===== src/rtl/euler_mult_sum.sv =====
// euler_mult_sum: sums every n in [1, max_value) that is a multiple of div_a
// or div_b. A divisor of 0 disables that divisor. Only residue counters are
// used, so there are no dividers or multipliers.
// Start/busy/done handshake, enable stalling, sticky overflow.
// Optional feature macro: EULER_SUM_COUNT_EN adds the match_count output.
module euler_mult_sum #(
    parameter int unsigned CNT_W = 16,
    parameter int unsigned SUM_W = 24
) (
    input  logic             clk,
    input  logic             reset,
    input  logic             start,
    input  logic             enable,
    input  logic [CNT_W-1:0] max_value,
    input  logic [CNT_W-1:0] div_a,
    input  logic [CNT_W-1:0] div_b,
    output logic             busy,
    output logic             results_valid,
    output logic [SUM_W-1:0] results,
`ifdef EULER_SUM_COUNT_EN
    output logic [CNT_W-1:0] match_count,
`endif
    output logic             overflow
);

    typedef enum logic [1:0] {IDLE, RUN, DONE} state_t;

    state_t           state;
    state_t           state_next;

    logic [CNT_W-1:0] max_l;
    logic [CNT_W-1:0] div_a_l;
    logic [CNT_W-1:0] div_b_l;
    logic [CNT_W-1:0] cnt;
    logic [CNT_W-1:0] ra;
    logic [CNT_W-1:0] rb;

    logic             accept;
    logic             step;
    logic             hit_a;
    logic             hit_b;
    logic             match;
    logic [SUM_W:0]   sum_ext;

    // Handshake qualifiers, residue match and the widened add
    always_comb begin
        accept  = start && (state == IDLE || state == DONE);
        step    = (state == RUN) && enable && (cnt < max_l);
        hit_a   = (ra == div_a_l);
        hit_b   = (rb == div_b_l);
        match   = ((div_a_l != '0) && hit_a) || ((div_b_l != '0) && hit_b);
        sum_ext = {1'b0, results} + {{(SUM_W + 1 - CNT_W){1'b0}}, cnt};
    end

    // State register
    always_ff @(posedge clk) begin
        if (reset) begin
            state <= IDLE;
        end else begin
            state <= state_next;
        end
    end

    // Next-state logic
    always_comb begin
        state_next = state;
        case (state)
            IDLE:    if (start) state_next = RUN;
            RUN:     if (enable && !(cnt < max_l)) state_next = DONE;
            DONE:    if (start) state_next = RUN;
            default: state_next = IDLE;
        endcase
    end

    // Outputs decoded from state
    always_comb begin
        busy          = (state == RUN);
        results_valid = (state == DONE);
    end

    // Operand latch, counters and accumulator
    always_ff @(posedge clk) begin
        if (reset) begin
            max_l    <= '0;
            div_a_l  <= '0;
            div_b_l  <= '0;
            cnt      <= '0;
            ra       <= '0;
            rb       <= '0;
            results  <= '0;
            overflow <= 1'b0;
`ifdef EULER_SUM_COUNT_EN
            match_count <= '0;
`endif
        end else if (accept) begin
            max_l    <= max_value;
            div_a_l  <= div_a;
            div_b_l  <= div_b;
            cnt      <= CNT_W'(1);
            ra       <= CNT_W'(1);
            rb       <= CNT_W'(1);
            results  <= '0;
            overflow <= 1'b0;
`ifdef EULER_SUM_COUNT_EN
            match_count <= '0;
`endif
        end else if (step) begin
            if (match) begin
                results <= sum_ext[SUM_W-1:0];
                if (sum_ext[SUM_W]) begin
                    overflow <= 1'b1;
                end
`ifdef EULER_SUM_COUNT_EN
                match_count <= match_count + CNT_W'(1);
`endif
            end
            cnt <= cnt + CNT_W'(1);
            ra  <= hit_a ? CNT_W'(1) : ra + CNT_W'(1);
            rb  <= hit_b ? CNT_W'(1) : rb + CNT_W'(1);
        end
    end

endmodule


===== config.mk =====
export PLATFORM = sky130hd
export DESIGN_NAME = euler_mult_sum
export DESIGN_NICKNAME = d
export VERILOG_FILES = /design/src/rtl/euler_mult_sum.sv
export SDC_FILE = /design/constraint.sdc
export NUM_CORES = 1
export LEC_CHECK = 0
export ABC_AREA = 1
export BUFFER_PORTS_ARGS = -buffer_cell sky130_fd_sc_hd__clkbuf_2
export CORE_MARGIN = 2
export CORE_UTILIZATION = 60
export CTS_CLUSTER_SIZE = 25
export DETAILED_ROUTE_END_ITERATION = 10
export GPL_TIMING_DRIVEN = 0
export PLACE_DENSITY = 0.9
export SYNTH_ARGS = -nofsm -noshare
export SYNTH_HDL_FRONTEND = slang
export SYNTH_SLANG_ARGS = --single-unit

===== constraint.sdc =====
create_clock -name clk -period 2.4 [get_ports clk]
set_clock_uncertainty 0.2 [all_clocks]
set_input_delay 0.12 -clock clk [delete_from_list [all_inputs] [get_ports clk]]
set_output_delay 0.12 -clock clk [all_outputs]
set_load 0.005 [all_outputs]

==> flow_summary.yaml <==
clocking:
  clk_pin_slew_worst_paths_ns: 0.06
  clock_sinks: 123
  numCtsBuffers: 17
  cts_root_buffer: "clkbuf_16"
  cts_buffer_depth: 2
  clkLatencyLatePin_ns: 0.43
  cts_tree: "yes"
  htreeDepth: 4
place:
  io_buffers: 78
  place_congestion: 0.982
  dp_slack_ns: -0.0788
  hpwl_um: 15700
critical_path:
  worstSetupPathType: "in2reg"
  worst-path-max-fanout: 10
  critPathSlowestCell: "dlygate4sd3_1"
  cp_cell_sequence: "dlygate4sd3_1, clkbuf_2, inv_1, nor2_1, nor2_1, inv_1, clkbuf_1, clkbuf_2, a21oi_1"
  crit_arrival_ns: 2.45
  cp-end-kind: "flop"
  critPathRequiredTime_ns: 2.51
  crit_family: "buffers and inverters"
  max_stage_delay_ns: 0.53
  worst_setup_path_start_kind: "primary input"
  critPathBufInv: 6
floorplan:
  ios: 79
  die_w_um: 117
  coreArea_um2: 12600
  die_area_um2: 13800
  fp.dieH_um: 117
  initial_utilization: 0.614
  row_count: 41
synthesis:
  ys_ff_latch: 123
  synth_area_leaders: "dfxtp_1 32%, nand2_1 18%, inv_1 7.3%"
  syn_area_um2: 7710
  synth_top_cell_by_area: "dfxtp_1"
  ys_warn_count: 0
  yosysSeqAreaShare: 0.319
  synth_cell_types: 29
  syn_inst: 1231
  synth.top_cell.area_share: 0.319
  synth_nets: 1318
  syn_avg_cell_area_um2: 6.27
status:
  status: "finished clean"
power:
  p_per_area_nw_per_um2: 568
  leakage_nw: 4.46
  peakVddDrop_mv: 0.423
layout:
  n_antenna_cell: 0
  most-common-layout-cells: "365 x nand2_1, 150 x inv_1, 147 x nor2_1"
  final_common_cell: "nand2_1"
  final-seq-area_um2: 2480
  fin_util: 0.761
  n_fill_cell: 867
  syn_to_final_growth_pct: 23.9
  drive_above_1_share: 0.123
  multiInputGateArea_um2: 4540
  final_nets: 1467
timing:
  worst_pin_slew_ns: 0.703
  fmax_mhz: 427
  fin_crit_sh: 0.976
  setup_slack_ns: 0.0584
  setup_viol: 0
  slew_violations: 0
  slew_headroom: 0.531
  hold_violations: 0
  period_needed_ns: 2.34
routing:
  wl_um: 24400
  antenna_left: 0
  vias_per_cell: 5.68
  firstDrtPassIters: 7
  drtIter0Drc: 1048
  drc_errors: 0
  wl_per_cell_um: 15.6
  vias: 8885
hold_path:
  hp-class: "reg2reg"
flow_run:
  drv_cap: 0
grt:
  grt_pass1_wl_um: 39200
  track_usage: 0.352
  grt_max_degree: 17
  grt_pass1_vias: 8395
  antenna_found_initial: 0
  overflow: 0
power by group:
part / internal [W] / leakage (nW) / switching [W]
Combinational: 0.000243 / 3.16 / 0.000404
Clock: 0.00163 / 0.295 / 0.000968
Sequential: 0.00212 / 1.01 / 0.0000640
Total: 0.00399 / 4.46 / 0.00144
path summary, 6_finish.rpt:
| path | start | endpoint | slack [ns] | depth (start not counted) |
|---|---|---|---|---|
| worst max-delay path | start | cnt[5] | 0.06 | 9 |
| worst max register to register | state[0] | cnt[5] | 0.07 | 6 |
| worst min register to register | overflow | overflow | 0.25 | 2 |
| worst min-delay path | overflow | overflow | 0.25 | 2 |
per-layer routing:
| layer | track usage | share of wire |
|---|---|---|
| met1 | 0.411 | 0.38 |
| met2 | 0.592 | 0.46 |
| met3 | 0.0759 | 0.10 |
| met4 | 0.212 | 0.056 |
| met5 | 0 | 0 |
what timing repair did:
action / CTS / global route
gates resized for setup: 5 / 40
endpoints found under the hold margin: 52 / 0
buffers inserted: 0 / 1
hold buffers: 52 / 0
pin swaps: 0 / 6
setup endpoints to repair: 28 / 74
Yosys cell counts, drive strengths merged:
cell      n
nand2   369
inv     159
nor2    150
dfxtp   123
a21oi   103
nand3    69
o21ai    61
xor2     52
ha       34
nor3     33
clkbuf   23
buf      17
nand4    12
nand3b    9
xnor2     8
nor4      4
a31oi     2
clkinv    1
fa        1
o21a      1
worst register-to-register path: cells and delay by family, from the launching register on:
| family | cells | cell delay (ns) |
|---|---|---|
| compound gates | 1 | 0.08 |
| buf+inv | 3 | 0.96 |
| flops | 1 | 0.33 |
| simple gates | 2 | 0.64 |
layout make-up:
class	count	area share
Clock inverter	11	0.0123
Sequential cell	123	0.259
Tap cell	172	0.0225
Inverter	160	0.0631
Timing Repair Buffer	130	0.0950
Multi-Input combinational cell	908	0.475
Clock buffer	21	0.0503
Buffer	40	0.0224
flip-flops by register name (all words and copies together), names as in the netlist:
signal and flops:
results 24, cnt 16, div_a_l 16, div_b_l 16, max_l 16, ra 16, rb 16, state 2
overflow 1
cell families (layout without fill, tap and decap cells):
logic type,count (synthesis),in the layout,synth area share
buf+inv,200,362,0.101
simple gates,646,646,0.344
xor+xnor,60,60,0.0681
flops,123,123,0.319
fa+ha+maj,35,35,0.0578
compound gates,167,167,0.109
metrics by stage:
stage                     instance area (µm²)  hold slack (ns)  cells  setup TNS (ns)  power [W]
after CTS                                9440            0.243   1565               0    0.00536
after global placement                   8320            0.145   1481               0    0.00272
after global routing                     9560            0.280   1565          -0.423    0.00559
final                                    9560            0.253   1565               0    0.00543
after floorplan                          7710          -0.0109   1231               0    0.00256
after detailed placement                 8320            0.151   1481          -0.732    0.00274
No activity file was read; power rests on OpenSTA's default activity.
